<file path="src/rtl/ecs_pulse_tx.sv">
// Single-wire pulse-count transmitter: each SYM_W-bit symbol v is sent as v+1 one-cycle pulses.
// Latency: accept -> SETUP one cycle later -> first pulse one cycle after that; one-entry holding register.
// Backpressure: tx_ready low while the holding register is full; the engine drains it at frame start.
module ecs_pulse_tx #(
    parameter int DATA_W = 16,
    parameter int SYM_W  = 4,
    parameter int GAP    = 1,
    parameter int CHK_EN = 1
) (
    input  logic              clk,
    input  logic              nRST,
    input  logic              tx_valid,
    input  logic [DATA_W-1:0] tx_data,
    output logic              tx_ready,
    input  logic              tx_abort,
    output logic              TXSelect,
    output logic              RXSelect,
    output logic              TXBusy,
    output logic              frame_done,
    output logic              line_out
);

    localparam int NSYM = DATA_W / SYM_W;
    localparam int NTOT = NSYM + ((CHK_EN != 0) ? 1 : 0);
    localparam int IW   = $clog2(NTOT + 1);
    localparam int PW   = SYM_W + 1;

    typedef enum logic [2:0] {
        S_IDLE, S_SETUP, S_PH, S_PL, S_GAP, S_END
    } state_t;

    state_t             state_q, state_d;
    logic               hold_valid_q, hold_valid_d;
    logic [DATA_W-1:0]  hold_dat_q, hold_dat_d;
    logic [DATA_W-1:0]  frame_q, frame_d;
    logic [IW-1:0]      idx_q, idx_d;
    logic [PW-1:0]      pcnt_q, pcnt_d;
    logic [SYM_W-1:0]   chk_q, chk_d;
    logic [3:0]         gcnt_q, gcnt_d;
    logic               line_q, line_d;
    logic               done_q, done_d;

    logic               accept, load, ld_sym, gap_last, abort_ok;
    logic [SYM_W-1:0]   sym_val;

    always_ff @(posedge clk or negedge nRST) begin
        if (!nRST) begin
            state_q      <= S_IDLE;
            hold_valid_q <= 1'b0;
            hold_dat_q   <= '0;
            frame_q      <= '0;
            idx_q        <= '0;
            pcnt_q       <= '0;
            chk_q        <= '0;
            gcnt_q       <= '0;
            line_q       <= 1'b0;
            done_q       <= 1'b0;
        end else begin
            state_q      <= state_d;
            hold_valid_q <= hold_valid_d;
            hold_dat_q   <= hold_dat_d;
            frame_q      <= frame_d;
            idx_q        <= idx_d;
            pcnt_q       <= pcnt_d;
            chk_q        <= chk_d;
            gcnt_q       <= gcnt_d;
            line_q       <= line_d;
            done_q       <= done_d;
        end
    end

    always_comb begin
        state_d  = state_q;
        frame_d  = frame_q;
        idx_d    = idx_q;
        pcnt_d   = pcnt_q;
        chk_d    = chk_q;
        gcnt_d   = gcnt_q;
        done_d   = 1'b0;
        load     = 1'b0;
        ld_sym   = 1'b0;
        accept   = tx_valid & ~hold_valid_q;
        gap_last = (gcnt_q == 4'(GAP - 1));
        abort_ok = tx_abort && (state_q inside {S_SETUP, S_PH, S_PL, S_GAP});
        // The checksum slot follows the last data symbol and reuses the normal pulse path.
        sym_val  = (idx_q == IW'(NSYM)) ? chk_q : frame_q[SYM_W-1:0];

        if (abort_ok) begin
            state_d = S_END;
            gcnt_d  = '0;
        end else begin
            case (state_q)
                S_IDLE: begin
                    if (hold_valid_q) begin
                        load    = 1'b1;
                        state_d = S_SETUP;
                    end
                end
                S_SETUP: begin
                    ld_sym  = 1'b1;
                    state_d = S_PH;
                end
                S_PH: state_d = S_PL;
                S_PL: begin
                    gcnt_d = '0;
                    if (pcnt_q > PW'(1)) begin
                        pcnt_d  = pcnt_q - PW'(1);
                        state_d = S_PH;
                    end else if (idx_q == IW'(NTOT)) begin
                        state_d = S_END;
                    end else begin
                        state_d = S_GAP;
                    end
                end
                S_GAP: begin
                    if (gap_last) begin
                        ld_sym  = 1'b1;
                        state_d = S_PH;
                    end else begin
                        gcnt_d = gcnt_q + 4'd1;
                    end
                end
                S_END: begin
                    if (gap_last) begin
                        done_d = 1'b1;
                        if (hold_valid_q) begin
                            load    = 1'b1;
                            state_d = S_SETUP;
                        end else begin
                            state_d = S_IDLE;
                        end
                    end else begin
                        gcnt_d = gcnt_q + 4'd1;
                    end
                end
                default: state_d = S_IDLE;
            endcase
        end

        if (ld_sym) begin
            pcnt_d  = {1'b0, sym_val} + PW'(1);
            frame_d = frame_q >> SYM_W;
            chk_d   = chk_q + sym_val;
            idx_d   = idx_q + IW'(1);
        end
        if (load) begin
            frame_d = hold_dat_q;
            idx_d   = '0;
            pcnt_d  = '0;
            chk_d   = '0;
            gcnt_d  = '0;
        end

        hold_valid_d = accept | (hold_valid_q & ~load);
        hold_dat_d   = accept ? tx_data : hold_dat_q;
        line_d       = (state_d == S_PH);
    end

    always_comb begin
        tx_ready   = ~hold_valid_q;
        TXSelect   = (state_q != S_IDLE);
        RXSelect   = (state_q == S_IDLE);
        TXBusy     = hold_valid_q | (state_q != S_IDLE);
        frame_done = done_q;
        line_out   = line_q;
    end

endmodule

</file>
<file path="config.mk">
export PLATFORM = sky130hd
export DESIGN_NAME = ecs_pulse_tx
export DESIGN_NICKNAME = d
export VERILOG_FILES = /design/src/rtl/ecs_pulse_tx.sv
export SDC_FILE = /design/constraint.sdc
export NUM_CORES = 1
export LEC_CHECK = 0
export CORE_ASPECT_RATIO = 1.75
export CORE_MARGIN = 2
export CORE_UTILIZATION = 61
export DETAILED_ROUTE_END_ITERATION = 10
export PLACE_DENSITY = 0.84
export SLEW_MARGIN = 20
export SYNTH_ARGS = -nofsm -noshare
export SYNTH_HDL_FRONTEND = slang
export SYNTH_SLANG_ARGS = --single-unit
</file>
<file path="constraint.sdc">
create_clock -name clk -period 4.9 [get_ports clk]
set_clock_uncertainty 0.15 [all_clocks]
set_input_delay 0.98 -clock clk [delete_from_list [all_inputs] [get_ports clk]]
set_output_delay 0.98 -clock clk [all_outputs]
set_load 0.02 [all_outputs]
</file>
==> results of run 1 <==
==> metal layers <==
layer | part of all wire | GRT usage | routed length (um) | vias to the layer above
li1 | - | - | - | 973
met1 | 0.37 | 0.260 | 2010 | 1031
met2 | 0.55 | 0.418 | 3020 | 71
met3 | 0.038 | 0.0248 | 209 | 17
met4 | 0.040 | 0.126 | 221 | 0
met5 | 0 | 0 | 0 | -
==> state kept, by name, summed over array words and instances, names as in the netlist <==
signal        count
hold_dat_q       16
frame_q          16
pcnt_q            5
chk_q             4
idx_q             3
gcnt_q            4
line_out          1
state_q           3
hold_valid_q      1
frame_done        1
==> power groups by stage <==
stage	Clock [mW]	Combinational [mW]	Sequential, mW
final	0.295	0.960	0.829
after global routing	0.317	1.07	0.860
after CTS	0.303	0.967	0.829
after detailed placement	0	0.960	0.838
after global placement	0	0.921	0.830
after floorplan	0	0.797	0.753
==> kinds of logic after synthesis <==
| family | count (synthesis) | share of synthesized area |
|---|---|---|
| AO/OA/AOI/OAI | 62 | 0.173 |
| XOR/XNOR | 8 | 0.0249 |
| adder cells (fa/ha/maj) | 13 | 0.0597 |
| buffers and inverters | 41 | 0.0588 |
| flip-flops | 54 | 0.481 |
| multiplexers | 21 | 0.0824 |
| AND/OR/NAND/NOR | 64 | 0.120 |
==> stage by stage <==
step / setup slack [ps] / power (mW) / utilization / std cells
2_1_floorplan: 2530 / 1.55 / - / 263
3_3_place_gp: 1490 / 1.75 / 0.698 / 327
3_5_place_dp: 1440 / 1.80 / 0.698 / 327
4_1_cts: 1730 / 2.10 / 0.723 / 335
5_1_grt: 1610 / 2.25 / 0.723 / 335
6_report: 1720 / 2.08 / 0.723 / 335
==> path summary, 6_finish.rpt <==
path / startpoint / endpoint / slack [ps] / depth (start not counted)
max: tx_abort / pcnt_q[3]$_DFFE_PN0P_ / 1720 / 6
min: hold_dat_q[11]$_DFFE_PN0P_ / frame_q[11]$_DFFE_PN0P_ / 340 / 2
max reg2reg: state_q[0]$_DFF_PN0_ / pcnt_q[3]$_DFFE_PN0P_ / 2300 / 5
min reg2reg: hold_dat_q[11]$_DFFE_PN0P_ / frame_q[11]$_DFFE_PN0P_ / 340 / 2
max in group asynchronous: nRST / idx_q[0]$_DFFE_PN0P_ / 3340 / 2
min in group asynchronous: nRST / gcnt_q[2]$_DFFE_PN0P_ / 450 / 1
==> worst max-delay path, delay by kind of cell <==
| kind | cells | cell delay, ps |
|---|---|---|
| AO/OA/AOI/OAI | 3 | 1220 |
| buffers and inverters | 1 | 630 |
| AND/OR/NAND/NOR | 2 | 440 |
==> synth_stat cells, types with 5 or more instances <==
| master | count | area [sq um] |
|---|---|---|
| dfrtp_1 | 54 | 1350 |
| inv_1 | 26 | 97.6 |
| nor2_1 | 19 | 71.3 |
| mux2_2 | 17 | 191 |
| a222oi_1 | 11 | 110 |
| ha_1 | 11 | 138 |
| nand2_1 | 11 | 41.3 |
| o21ai_0 | 11 | 55.1 |
| a21oi_1 | 9 | 45.0 |
| buf_2 | 9 | 45.0 |
| a22o_1 | 7 | 61.3 |
| nand3_1 | 6 | 30.0 |
| clkbuf_1 | 5 | 18.8 |
| xor2_1 | 5 | 43.8 |
==> area by class of cell <==
| cell class | count | area, sq um |
|---|---|---|
| Clock buffer | 6 | 72.6 |
| Clock inverter | 2 | 37.5 |
| Fill cell | 322 | 1220 |
| Inverter | 26 | 97.6 |
| Multi-Input combinational cell | 168 | 1290 |
| Sequential cell | 54 | 1350 |
| Tap cell | 51 | 63.8 |
| Timing Repair Buffer | 28 | 268 |
==> results_dict.tcl, run 1 <==
set metrics [dict create \
    drv_slew 0 \
    vdd_ir_drop_max_v 0.000414 \
    total_placed_instance_area_sq_um 3070 \
    timing.final.hold_violations 0 \
    clock_sinks 54 \
    power-per-cell-area_nw_per_um2 654 \
    hp-class "reg2reg" \
    yosys_warnings 0 \
    total_global_routing_overflow 0 \
    cts_resized 0 \
    post_cts_buffers 0 \
    clockRootBuffer "clkbuf_8" \
    cts.clk_slew.worst_paths_ps 100 \
    yosysSeqAreaShare 0.481 \
    die_width_um 55.3 \
    vias_in_the_first_global_route 2101 \
    numCtsBuffers 5 \
    finalCriticalPeriod_ps 3180 \
    internal_power_mw 1.25 \
    clock_insertion_delay_worst_skew_ps 300 \
    core-area_sq_um 4400 \
    critical_path_required_ps 5000 \
    drive_gt1_frac 0.134 \
    num_rows 32 \
    synthesized_netlist_net_count 295 \
    timing.critical_path.arrival_ps 3280 \
    post_synth_instance_area_sq_um 2810 \
    total_leakage_power_nw 1.48 \
    max_cap_violations 0 \
    p_switching_mw 0.834 \
    clk_path_buf_depth 2 \
    pwr-share-comb 0.461 \
    wire_per_inst_um 16.3 \
    number_of_antenna_violations_at_the_first_check_in_global_routing 0 \
    port_buffers 25 \
    worstMarginPinSlew_ps 1090 \
    slew_headroom 0.275 \
    vias 2092 \
    asyncSetResetFlopFracSynth 1.00 \
    holdBufCountCts 0 \
    drc_violations 0 \
    cts_tree "built" \
    critPathMaxFanout 27 \
    final_common_cell "dfrtp_1" \
    ctsHtreeMaxLevel 2 \
    design.die.area_sq_um 5190 \
    cp_slowest_cell "o21bai_2" \
    fin_tns_setup_ps 0 \
    io_pins 26 \
    synthesis.instances 263 \
    switching_share 0.400 \
    n_antenna_cell 0 \
    final_nets 315 \
    layout.cell_area.non_filler_sq_um 3180 \
    drt_iter0_drc 124 \
    path_class "in2reg" \
    worst_path_largest_cell_delay_ps 850 \
    detailed_place_hpwl_um 3930 \
    worst_setup_path_start_kind "input port" \
    start_util 0.638 \
    placer_congestion_estimate 0.845 \
    synth_enable_flop_cells 0 \
    finalHoldWorstSlack_ps 340 \
    area.growth.synth_to_final_pct 13.3 \
    totalWireLength_um 5460 \
    endpoint_kind "register" \
    grt_start_max_net_pins 39 \
    grt_pass1_wl_um 9560 \
    drt-vias-per-instance 6.24 \
    period_share 0.650 \
    final_cell_mix "54 x dfrtp_1, 26 x inv_1, 24 x clkdlybuf4s50_1, 19 x nor2_1, 17 x mux2_2" \
    grtUsageTotal 0.230 \
    clock_power_frac 0.141 \
    final_antenna_net_count 0 \
    status "completed" \
    synth_top_flop_cell "dfrtp_1" \
    power.sequential.fraction 0.398 \
    die_h_um 93.8 \
    syn-mean-instance-area_sq_um 10.7 \
    fmax_ghz 0.314 \
    worst_path_cell_chain "clkdlybuf4s50_1 -> nor2_1 -> o211a_1 -> o21bai_2 -> and4b_1 -> a221o_1" \
    number_of_library_cell_types_mapped_by_synthesis 54 \
    drt_pre_antenna_iters 5 \
    yosys_register_bits 54 \
    grt_setup_unrepaired "false" \
    finalSetupViolCount 0 \
]
Power figures use the tool's default switching activity.
==> run 2: changes to the inputs <==
- CORE_UTILIZATION: 61 -> 51
- PLACE_DENSITY: 0.84 -> 0.75
- clock period: 4.9 -> 2.9 ns (I/O delays scaled with it)
==> run 2 against run 1 <==
Compared with the run above: final cell count increased by 9.0%; design area increased by 3.2%; highest routed layer unchanged; combinational power increased by 76%; clock power increased by 79%; first-iteration DRC count decreased by 27%; sequential share of layout area decreased by 1.3 points; wire length increased by 0.70%.
==> results_dict.tcl, run 2 (synthesis gave the netlist of run 1 again) <==
set metrics [dict create \
    holdBufCountCts 0 \
    vdd_ir_drop_max_v 0.000654 \
    timing.final.hold_violations 0 \
    totalWireLength_um 5500 \
    drive_gt1_frac 0.158 \
    number_of_antenna_violations_at_the_first_check_in_global_routing 0 \
    worst_path_dominant_cell_family "flip-flops" \
    num_rows 35 \
    status "completed" \
    clockRootBuffer "clkbuf_8" \
    slew_headroom 0.516 \
    vias 2030 \
    cp_num_buf_inv 2 \
    vias_in_the_first_global_route 2051 \
    drv_slew 0 \
    n_antenna_cell 0 \
    cts_resized 0 \
    io_pins 26 \
    worstReg2RegEnd "chk_q[1]$_DFFE_PN0P_" \
    fmax_ghz 0.382 \
    worstMarginPinSlew_ps 721 \
    port_buffers 25 \
    clock_insertion_delay_worst_skew_ps 310 \
    start_util 0.530 \
    critical_path_required_ps 2170 \
    timing.critical_path.arrival_ps 1890 \
    instances_no_fill 365 \
    detailed_place_hpwl_um 4050 \
    drt-vias-per-instance 5.56 \
    place.detailed.instances 357 \
    globalRouteMet3Util 0.0316 \
    drc_violations 0 \
    clock_sinks 54 \
    period_share 0.904 \
    final_antenna_net_count 0 \
    final_common_cell "dfrtp_1" \
    reg2reg_slack_ps 480 \
    numCtsBuffers 5 \
    endpoint_kind "output pin" \
    max_cap_violations 0 \
    drt_pre_antenna_iters 5 \
    reg.largest.list "frame_q x16, hold_dat_q x16, pcnt_q x5" \
    grt_setup_unrepaired "false" \
    clk_path_buf_depth 2 \
    timing.rr.start "idx_q[0]$_DFFE_PN0P_" \
    grt_pass1_wl_um 9490 \
    die_width_um 60.1 \
    finalCriticalPeriod_ps 2620 \
    finalSetupViolCount 0 \
    placer_congestion_estimate 0.820 \
    core-area_sq_um 5300 \
    cts.clk_slew.worst_paths_ps 110 \
    final_nets 322 \
    grtUsageTotal 0.202 \
    post_cts_buffers 0 \
    design.die.area_sq_um 6140 \
    worst_path_cell_chain "nor3_2 -> inv_1 -> clkdlybuf4s50_1" \
    path_class "reg2out" \
    ctsHtreeMaxLevel 2 \
    area.growth.synth_to_final_pct 16.9 \
    power-per-cell-area_nw_per_um2 1100 \
    final_cell_mix "54 x dfrtp_1, 26 x inv_1, 24 x clkdlybuf4s50_1, 19 x nor2_1, 17 x mux2_2" \
    power_mw 3.62 \
    globalRouteMet2Util 0.349 \
    fin_tns_setup_ps 0 \
    drt_iter0_drc 90 \
    wire_per_inst_um 15.1 \
    hp-class "in2async" \
    worst_path_largest_cell_delay_ps 750 \
    grt_start_max_net_pins 31 \
    total_global_routing_overflow 0 \
    critPathMaxFanout 18 \
    rr_worst_depth 8 \
    groute.layer.met1.usage 0.247 \
    finalHoldWorstSlack_ps 117 \
    total_leakage_power_nw 1.52 \
    cts_tree "built" \
    cp_slowest_cell "dfrtp_1" \
    busiest_layer "met2" \
    die_h_um 102 \
    worst_setup_path_start_kind "register" \
]
==> run 2: cell count changes in the layout (fill, tap and decap cells not counted) <==
cell,change
buf_4,+6
buf_12,+1
clkbuf_1,-1
inv_8,+1
==> run 2: area by class of cell <==
cell class | count | area, sq um
fill | 425 | 2010
clock inverter | 3 | 48.8
timing repair buffer | 35 | 333
sequential | 54 | 1350
clock buffer | 5 | 68.8
multi-input combinational | 168 | 1290
tap | 74 | 92.6
inverter | 26 | 97.6
==> run 2: through the flow <==
stage                util  area (sq um)  setup slack, ps
finish              0.620          3290              280
CTS                 0.620          3290              277
floorplan               -          2810              618
global route        0.620          3290              173
global placement    0.598          3170              353
detailed placement  0.598          3170              308
==> run 2: worst reg2reg max path, stage by stage (launching register included) <==
cell and delay (ps):
dfrtp_1 390, inv_1 80, ha_1 220, nand2_1 220, mux2_2 410, ha_1 210
inv_1 80, fa_1 410, o21ai_0 180
==> run 2: worst max-delay path by stage <==
stage	slack [ps]	depth (start not counted)	end	from
5_1_grt	170	3	TXSelect	state_q[1]$_DFF_PN0_
3_3_place_gp	350	6	pcnt_q[2]$_DFFE_PN0P_	tx_abort
3_5_place_dp	310	6	pcnt_q[2]$_DFFE_PN0P_	tx_abort
6_report	280	3	TXSelect	state_q[1]$_DFF_PN0_
2_1_floorplan	620	10	chk_q[3]$_DFFE_PN0P_	idx_q[0]$_DFFE_PN0P_
4_1_cts	280	3	TXBusy	state_q[1]$_DFF_PN0_
==> run 2: power by group <==
group | switching (mW) | internal, mW
Combinational | 0.859 | 0.827
Clock | 0.264 | 0.263
Sequential | 0.317 | 1.09
Total | 1.44 | 2.18
==> run 2: metal layers <==
layer  part of all wire  routed length [um]
met1               0.41                2230
met2               0.55                3010
met3              0.025                 135
met4              0.022                 121
met5                  0                   0
==> run 3: changes to the inputs <==
- CTS_CLUSTER_SIZE: unset -> 12
==> results of run 3 <==
No change in the layout: final DEF, timing and power equal those of run 2.
